===== config.mk =====
export PLATFORM = sky130hd
export DESIGN_NAME = cov_accumulator_flat
export DESIGN_NICKNAME = d
export VERILOG_FILES = /design/src/rtl/cov_pkg.sv /design/src/rtl/cov_accumulator_if.sv /design/src/rtl/cov_mac.sv /design/src/rtl/cov_accumulator.sv /design/src/flat_wrapper.sv
export SDC_FILE = /design/constraint.sdc
export NUM_CORES = 2
export LEC_CHECK = 0
export ABC_AREA = 1
export CAP_MARGIN = 20
export CELL_PAD_IN_SITES_DETAIL_PLACEMENT = 2
export CELL_PAD_IN_SITES_GLOBAL_PLACEMENT = 2
export CORE_AREA = 2 2 324 407
export DETAILED_ROUTE_END_ITERATION = 8
export DIE_AREA = 0 0 326 409
export DONT_BUFFER_PORTS = 1
export GPL_TIMING_DRIVEN = 0
export PLACE_DENSITY = 0.84
export SLEW_MARGIN = 15
export SYNTH_ARGS = -nofsm -noshare
export SYNTH_HDL_FRONTEND = slang
export SYNTH_SLANG_ARGS = --single-unit
export TNS_END_PERCENT = 50

===== constraint.sdc =====
create_clock -name CLK -period 7.6 [get_ports CLK]
set_clock_uncertainty 0.2 [all_clocks]
set_input_delay 0.76 -clock CLK [delete_from_list [all_inputs] [get_ports CLK]]
set_output_delay 0.76 -clock CLK [all_outputs]
set_load 0.02 [all_outputs]

===== src/rtl/cov_pkg.sv =====
// Shared constants, state encoding and output beat layout for the covariance accumulator.
package cov_pkg;

  localparam int unsigned DATA_W = 16;
  localparam int unsigned N_SAMP = 128;
  localparam int unsigned LOG2_N = 7;
  localparam int unsigned PROD_W = 2 * DATA_W;
  localparam int unsigned ACC_W  = 2 * DATA_W + LOG2_N;
  localparam int unsigned CNT_W  = LOG2_N + 1;

  localparam logic [2:0] ST_IDLE  = 3'd0;
  localparam logic [2:0] ST_ACCUM = 3'd1;
  localparam logic [2:0] ST_SCALE = 3'd2;
  localparam logic [2:0] ST_SEND  = 3'd3;
  localparam logic [2:0] ST_DONE  = 3'd4;

  localparam logic [1:0] IDX_C00 = 2'd0;
  localparam logic [1:0] IDX_C01 = 2'd1;
  localparam logic [1:0] IDX_C11 = 2'd2;

  typedef struct packed {
    logic [1:0]               idx;
    logic signed [PROD_W-1:0] data;
    logic                     last;
  } cov_beat_t;

endpackage


===== src/rtl/cov_accumulator_if.sv =====
// Downstream covariance-entry stream plus run status toward the whitening stage.
interface cov_if;

  logic                              COV_ready;
  logic signed [cov_pkg::PROD_W-1:0] COV_data;
  logic [1:0]                        COV_idx;
  logic                              COV_valid;
  logic                              COV_last;
  logic                              COV_done;
  logic                              COV_err;

  modport master (
    input  COV_ready,
    output COV_data, COV_idx, COV_valid, COV_last, COV_done, COV_err
  );

  modport slave (
    output COV_ready,
    input  COV_data, COV_idx, COV_valid, COV_last, COV_done, COV_err
  );

endinterface


===== src/rtl/cov_mac.sv =====
// One covariance lane: registered signed product feeding a guard-bit accumulator.
module cov_mac
  import cov_pkg::*;
(
  input  logic                     i_clk,
  input  logic                     i_rst_n,
  input  logic                     i_mul_en,
  input  logic                     i_clr,
  input  logic                     i_acc_en,
  input  logic signed [DATA_W-1:0] i_a,
  input  logic signed [DATA_W-1:0] i_b,
  output logic signed [ACC_W-1:0]  o_acc
);

  logic signed [PROD_W-1:0] w_prod;
  logic signed [PROD_W-1:0] r_prod;
  logic signed [ACC_W-1:0]  r_acc;

  assign w_prod = PROD_W'(i_a) * PROD_W'(i_b);

  always_ff @(posedge i_clk) begin
    if (!i_rst_n) begin
      r_prod <= '0;
      r_acc  <= '0;
    end else begin
      if (i_mul_en) begin
        r_prod <= w_prod;
      end
      if (i_clr) begin
        r_acc <= '0;
      end else if (i_acc_en) begin
        r_acc <= r_acc + ACC_W'(r_prod);
      end
    end
  end

  assign o_acc = r_acc;

endmodule


===== src/rtl/cov_accumulator.sv =====
// Covariance datapath: accumulates N_SAMP two-channel products, scales by 1/N_SAMP
// and streams c00, c01, c11 over a valid/ready handshake.
module cov_accumulator
  import cov_pkg::*;
(
  input  logic                     CLK,
  input  logic                     RST_n,
  input  logic                     En_Multi,
  input  logic                     En_add_div,
  input  logic signed [DATA_W-1:0] X0_in,
  input  logic signed [DATA_W-1:0] X1_in,
  cov_if.master                    cov
);

  logic [2:0]               r_state, w_state_nxt;
  logic [CNT_W-1:0]         r_cnt, w_cnt_nxt;
  logic                     r_prod_vld;
  logic                     r_en_d;
  cov_beat_t                r_beat, w_beat_nxt;
  logic                     r_valid, w_valid_nxt;
  logic                     r_done, w_done_nxt;
  logic                     r_err, w_err_nxt;
  logic signed [PROD_W-1:0] r_c01, w_c01_nxt;
  logic signed [PROD_W-1:0] r_c11, w_c11_nxt;

  logic signed [ACC_W-1:0]  w_acc [3];
  logic signed [PROD_W-1:0] w_scaled [3];
  logic                     w_clr;
  logic                     w_acc_en;
  logic                     w_en_rise;

  assign w_en_rise = En_add_div & ~r_en_d;

  cov_mac u_mac_c00 (
    .i_clk    (CLK),
    .i_rst_n  (RST_n),
    .i_mul_en (En_Multi),
    .i_clr    (w_clr),
    .i_acc_en (w_acc_en),
    .i_a      (X0_in),
    .i_b      (X0_in),
    .o_acc    (w_acc[0])
  );

  cov_mac u_mac_c01 (
    .i_clk    (CLK),
    .i_rst_n  (RST_n),
    .i_mul_en (En_Multi),
    .i_clr    (w_clr),
    .i_acc_en (w_acc_en),
    .i_a      (X0_in),
    .i_b      (X1_in),
    .o_acc    (w_acc[1])
  );

  cov_mac u_mac_c11 (
    .i_clk    (CLK),
    .i_rst_n  (RST_n),
    .i_mul_en (En_Multi),
    .i_clr    (w_clr),
    .i_acc_en (w_acc_en),
    .i_a      (X1_in),
    .i_b      (X1_in),
    .o_acc    (w_acc[2])
  );

  // Divide by N_SAMP: arithmetic shift floors toward -inf; guard bits drop out after the shift.
  always_comb begin
    for (int k = 0; k < 3; k++) begin
      w_scaled[k] = PROD_W'(w_acc[k] >>> LOG2_N);
    end
  end

  // Next-state and next-output logic.
  always_comb begin
    w_state_nxt = r_state;
    w_cnt_nxt   = r_cnt;
    w_beat_nxt  = r_beat;
    w_valid_nxt = r_valid;
    w_done_nxt  = r_done;
    w_err_nxt   = r_err;
    w_c01_nxt   = r_c01;
    w_c11_nxt   = r_c11;
    w_clr       = 1'b0;
    w_acc_en    = 1'b0;

    case (r_state)
      ST_IDLE, ST_DONE: begin
        if (w_en_rise) begin
          w_clr       = 1'b1;
          w_cnt_nxt   = '0;
          w_err_nxt   = 1'b0;
          w_done_nxt  = 1'b0;
          w_state_nxt = ST_ACCUM;
        end
      end
      ST_ACCUM: begin
        if (r_cnt == CNT_W'(N_SAMP)) begin
          w_state_nxt = ST_SCALE;
        end else if (r_prod_vld) begin
          w_acc_en  = 1'b1;
          w_cnt_nxt = r_cnt + CNT_W'(1);
        end else if (!En_add_div) begin
          w_err_nxt   = 1'b1;
          w_state_nxt = ST_IDLE;
        end
      end
      ST_SCALE: begin
        w_c01_nxt   = w_scaled[1];
        w_c11_nxt   = w_scaled[2];
        w_beat_nxt  = '{idx: IDX_C00, data: w_scaled[0], last: 1'b0};
        w_valid_nxt = 1'b1;
        w_state_nxt = ST_SEND;
      end
      ST_SEND: begin
        if (r_valid && cov.COV_ready) begin
          case (r_beat.idx)
            IDX_C00: w_beat_nxt = '{idx: IDX_C01, data: r_c01, last: 1'b0};
            IDX_C01: w_beat_nxt = '{idx: IDX_C11, data: r_c11, last: 1'b1};
            default: begin
              w_beat_nxt  = '0;
              w_valid_nxt = 1'b0;
              w_done_nxt  = 1'b1;
              w_state_nxt = ST_DONE;
            end
          endcase
        end
      end
      default: begin
        w_state_nxt = ST_IDLE;
      end
    endcase
  end

  always_ff @(posedge CLK) begin
    if (!RST_n) begin
      r_state    <= ST_IDLE;
      r_cnt      <= '0;
      r_prod_vld <= 1'b0;
      r_en_d     <= 1'b0;
      r_beat     <= '0;
      r_valid    <= 1'b0;
      r_done     <= 1'b0;
      r_err      <= 1'b0;
      r_c01      <= '0;
      r_c11      <= '0;
    end else begin
      r_state    <= w_state_nxt;
      r_cnt      <= w_cnt_nxt;
      r_prod_vld <= En_Multi;
      r_en_d     <= En_add_div;
      r_beat     <= w_beat_nxt;
      r_valid    <= w_valid_nxt;
      r_done     <= w_done_nxt;
      r_err      <= w_err_nxt;
      r_c01      <= w_c01_nxt;
      r_c11      <= w_c11_nxt;
    end
  end

  assign cov.COV_data  = r_beat.data;
  assign cov.COV_idx   = r_beat.idx;
  assign cov.COV_last  = r_beat.last;
  assign cov.COV_valid = r_valid;
  assign cov.COV_done  = r_done;
  assign cov.COV_err   = r_err;

endmodule

===== src/flat_wrapper.sv =====
// flat-port wrapper written by rule: the top's interface ports become plain ports
module cov_accumulator_flat import cov_pkg::*;
  (CLK, RST_n, En_Multi, En_add_div, X0_in, X1_in, cov_COV_ready, cov_COV_data, cov_COV_idx, cov_COV_valid, cov_COV_last, cov_COV_done, cov_COV_err);
  cov_if cov_i ();
  input  logic CLK;
  input  logic RST_n;
  input  logic En_Multi;
  input  logic En_add_div;
  input  logic signed [DATA_W-1:0] X0_in;
  input  logic signed [DATA_W-1:0] X1_in;
  input wire logic [$bits(cov_i.COV_ready)-1:0] cov_COV_ready;
  output wire logic [$bits(cov_i.COV_data)-1:0] cov_COV_data;
  output wire logic [$bits(cov_i.COV_idx)-1:0] cov_COV_idx;
  output wire logic [$bits(cov_i.COV_valid)-1:0] cov_COV_valid;
  output wire logic [$bits(cov_i.COV_last)-1:0] cov_COV_last;
  output wire logic [$bits(cov_i.COV_done)-1:0] cov_COV_done;
  output wire logic [$bits(cov_i.COV_err)-1:0] cov_COV_err;
  assign cov_i.COV_ready = cov_COV_ready;
  assign cov_COV_data = cov_i.COV_data;
  assign cov_COV_idx = cov_i.COV_idx;
  assign cov_COV_valid = cov_i.COV_valid;
  assign cov_COV_last = cov_i.COV_last;
  assign cov_COV_done = cov_i.COV_done;
  assign cov_COV_err = cov_i.COV_err;
  cov_accumulator u_core (.CLK(CLK), .RST_n(RST_n), .En_Multi(En_Multi), .En_add_div(En_add_div), .X0_in(X0_in), .X1_in(X1_in), .cov(cov_i));
endmodule

# [Yosys cells after proc, flatten, opt, wreduce, memory -nomap -nowiden]
# Cells that the tools add are included.
[op_classes] n_reduce_logical=15 mul=3 add_sub_neg=4 mux=30 n_eq_ne=15 bitwise_logic=3
[op_table] cell="case mux 35 bit (2 select lines)" count=2
[op_table] cell="adder 39 x 32 -> 39 bit" count=3
[op_table] cell="multiplier 16 x 16 -> 32 bit" count=3
[op_table] cell="2-to-1 mux 35 bit" count=1
[op_table] cell="2-to-1 mux 8 bit" count=3
[op_table] cell="2-to-1 mux 3 bit" count=6
[op_table] cell="case mux 8 bit (2 select lines)" count=1
[op_table] cell="2-to-1 mux 1 bit" count=13
[op_table] cell="case mux 3 bit (4 select lines)" count=1
[op_table] cell="AND reduction 5 bit" count=2
[op_table] cell="adder 8 x 1 -> 8 bit, second input constant" count=1
[op_table] cell="== test 8 bit, second input constant" count=1
[op_table] cell="inequality test 2 bit, second input constant" count=4
[op_table] cell="AND reduction 4 bit" count=2
[op_table] cell="== test 3 x 2 -> 1 bit, second input constant" count=2
[op_table] cell="inequality test 2 x 1 -> 1 bit, second input constant" count=3
[op_table] cell="case mux 1 bit (2 select lines)" count=3
[op_table] cell="nonzero test 2 bit" count=3
[op_table] cell="OR reduction 2 bit" count=3
[op_table] cell="== test 3 x 1 -> 1 bit, second input constant" count=1
[op_table] cell="== test 3 bit, second input constant" count=1
[op_table] cell="zero test 3 bit" count=1
[op_table] cell="inequality test 3 x 2 -> 1 bit, second input constant" count=1
[op_table] cell="inequality test 3 bit, second input constant" count=1
[op_table] cell="7 further kinds" count=8
[word_totals] out_inout_bits=38 regBits=328 elab_cells=88

# [Logic depth before layout (Yosys ltp)]
[depth] depth_word=5 depth_mapped=28 mapped_depth_nobuf=27

# [By module]
# A second synthesis with hierarchy kept.
[unflattened] cells_unflattened=7798 hier_area_um2=53463.8
[modules_own_cells] mod="cov_mac at u_core.u_mac_c00" cells_per_inst=2375 n_inst=1 area_per_inst_um2=16271.9
[modules_own_cells] mod="cov_mac at u_core.u_mac_c01" cells_per_inst=2338 n_inst=1 area_per_inst_um2=16100.4
[modules_own_cells] mod="cov_mac at u_core.u_mac_c11" cells_per_inst=2341 n_inst=1 area_per_inst_um2=16079.2
[modules_own_cells] mod="cov_accumulator" cells_per_inst=744 n_inst=1 area_per_inst_um2=5012.3

# [Worst setup path after synthesis]
# OpenSTA, ideal clock, no wires.
[synth_timing] path_kind="input port to flip-flop" start="in X0_in[15]" end="reg u_core.u_mac_c01.r_prod[26]" n_path_buf=2 slack_ns=1.106 t_arrival_ns=6.185 cell_stages=23 required_time_ns=7.291 cell_sequence="clkbuf_1 > buf_1 > nand2_1 > inv_1 > fa_1 > fa_1 > fa_1 > fa_1 > fa_1 > inv_1 > fa_1 > inv_1 > ha_1 > nand2_1 > nor2_1 > inv_1 > nor2_1 > nand3_1 > or2_2 > nand4_1 > nand3_1 > nand2_1 > inv_1"
[synth_between] elab_chain_len=1
[synth_rtl] item="start: declaration" line_no="flat_wrapper.sv:9" text="input logic signed [DATA_W-1:0] X0_in;"
[synth_rtl] item="multiplier 16 x 16 -> 32 bit" line_no="cov_mac.sv:19" text="assign w_prod = PROD_W'(i_a) * PROD_W'(i_b);"
[synth_rtl] item="end signal: assignment" line_no="cov_mac.sv:27" text="r_prod <= w_prod;"
[synth_rtl] item="end: declaration" line_no="cov_mac.sv:16" text="logic signed [PROD_W-1:0] r_prod;"
# No other way between the ends.
# A chain may end at the register's enable or synchronous reset.

# [Final worst setup path]
[layout_timing] start="in X1_in[3]" end="reg u_core.u_mac_c01.r_prod[23]"
[layout_between] elab_chain_len=1
[layout_rtl] item="start: declaration" line_no="flat_wrapper.sv:10" text="input logic signed [DATA_W-1:0] X1_in;"
[layout_rtl] item="multiplier 16 x 16 -> 32 bit" line_no="cov_mac.sv:19"
# No other way between the ends.

==> reports/metrics.cfg <==
[outcome]
outcome = completed

[sta]
rsz0062_at_grt = false
fmax_ghz = 0.135
max_slew_margin_pct = 18.1
fin_tns_setup_ns = 0
tightest_slew_ns = 1.23
setup_viol = 0
fin_crit_ns = 7.39
hold_ws_ns = 0.118
setup_ws_ns = 0.210
finalHoldViolCount = 0
fin_crit_sh_pct = 97.2
final_max_slew_viol_count = 0

[critical_path]
required_ns = 7.84
worstPathArrival_ns = 7.63
crit_start = X1_in[3]
crit_path_start_kind = input pin
rr_startpoint = u_core.u_mac_c01.r_prod[0]$_SDFFE_PN0P_
end_kind = flip-flop
crit_type = input pin to flip-flop
cp_max_fo = 10

[job]
maxCapViolCount = 0

[routing]
dr.pass1.iters = 7
route.detailed.wl_per_inst_um = 25.5
vias = 48000
wl_um = 229000
ant_nets = 0
drc_errors = 0
via_per_inst = 5.36
drtIter0Drc = 2169

[final_layout]
drive_above_1_share_pct = 1.77
area_delta_synth_final_pct = 6.89
nNetsFinal = 8341

[clocking]
cts_max_level = 2
path_clk_slew_ns = 0.06
clockBufferDepth = 3
numCtsBuffers = 34
cts_sinks = 325
post_cts_buffers = 0
ctsRootBufferMaster = clkbuf_16
clk_latency_ns = 0.56
tritoncts = yes

[global_routing]
antenna_found_initial = 4
grt_max_degree = 17
first_global_vias = 56600
track_usage_pct = 34.3
grt_pass1_wl_um = 342000
grt_overflow = 0

[floorplanning]
pin_count = 75
core_area_um2 = 129000
die_width_um = 326
die_area_um2 = 133000
die_h_um = 409
num_rows = 148
start_util_pct = 38.8

[synthesis]
synth_seq_area_share_pct = 13.0
yosys_most_used_dff = dfxtp_1
synthArstFlopShare_pct = 0
synth_top_area_share_pct = 29.1
syn_inst = 7157
syn_area_per_cell_um2 = 7.01
synth_fp_nets = 8300
synth_seq_cells = 325
synth.area.top_cells = fa_1, inv_1, dfxtp_1
synth_cell_types = 41
synth_edf_count = 0
synth_most_common_cell = inv_1
synth.cell_area_um2 = 50200
ys.warnings.count = 0
yosysTopAreaCell = fa_1
synth_commonest_cells = inv_1, nand2_1, fa_1

[place]
port_buffers = 0
gp_congestion = 0.940
pre_cts_ws_ns = -1.01
dp_hpwl_um = 197000

[hold_path]
worstHoldPathType = input pin to flip-flop
hp-start = En_add_div

cell type report:
class,count,area (um^2)
clock buffer,46,990
inverter,1815,6810
timing repair buffer,5,71.3
tap,1725,2160
clock inverter,16,204
multi-input combinational,4784,36000
buffer,233,936
antenna,2,5.00
fill,15700,75800
sequential,325,6510
stage by stage:
stage | instance area, um^2 | util, % | instances
2_1_floorplan | 50200 | - | 7157
3_3_place_gp | 52300 | 40.4 | 8882
3_5_place_dp | 52400 | 40.5 | 8887
4_1_cts | 53600 | 41.4 | 8949
5_1_grt | 53600 | 41.4 | 8950
6_report | 53600 | 41.4 | 8951
cell families after synthesis:
family,after synthesis,share of synthesized area (%)
xor+xnor,120,2.09
simple gates,2685,21.5
flops,325,13.0
compound gates,873,9.63
fa+ha+maj,1106,38.5
buf+inv,2048,15.4
routing by layer:
layer  track usage [%]  wire length (um)
met1              35.7             82100
met2              63.6            118000
met3              3.54              8950
met4              24.7             19200
met5                 0                25
critical path, cell delays in order:
cell and delay (ns):
clkbuf_1 0.34, clkbuf_1 0.72, nand2_1 0.16, inv_1 0.12, fa_1 0.60, fa_2 0.90, fa_1 0.52, fa_1 0.50
fa_1 0.49, inv_1 0.05, fa_1 0.60, inv_1 0.07, ha_1 0.42, nand2_1 0.16, nor2_1 0.17, inv_1 0.10
nor2_1 0.19, nand4_1 0.18, nand4_1 0.18, nand3_1 0.16, o211ai_1 0.16, inv_1 0.06
timing repair:
item | in CTS | in global routing
gates resized for setup | 6 | 20
hold buffers | 0 | 0
setup endpoints to repair | 11 | 20
placed cells by master (no fill, tap or decap), drive strengths merged, types with 9 or more instances in the layout:
cell type / n
nor4: 9
a21o: 16
inv: 1817
o21a: 10
xor2: 79
o22ai: 32
nand3b: 9
nor3: 52
o21bai: 62
xnor2: 41
nand2: 1618
buf: 46
nand3: 251
a21oi: 339
o211ai: 48
or2: 17
ha: 377
nand4: 64
o21ai: 339
nor2: 656
dfxtp: 325
clkbuf: 236
fa: 729
sequential cells by signal, indices dropped and copies added (netlist names), 32 cells and up:
name                     cells
u_core.r_c11                32
u_core.u_mac_c01.o_acc      39
u_core.u_mac_c11.o_acc      39
u_core.cov.COV_data         32
u_core.u_mac_c00.o_acc      39
u_core.r_c01                32
u_core.u_mac_c01.r_prod     32
worst paths after layout:
check	endpoint	slack [ns]	cells after the start
min	u_core.r_en_d$_SDFF_PN0_	0.12	2
min reg2reg	u_core.r_c01[15]$_SDFFE_PN0P_	0.26	2
max	u_core.u_mac_c01.r_prod[23]$_SDFFE_PN0P_	0.21	22
max reg2reg	u_core.u_mac_c01.o_acc[26]$_SDFFE_PP0P_	4.14	13
Power is left out: the tool's default activity adds up to more than one toggle a clock period on the data nets, which glitch-free logic cannot reach.
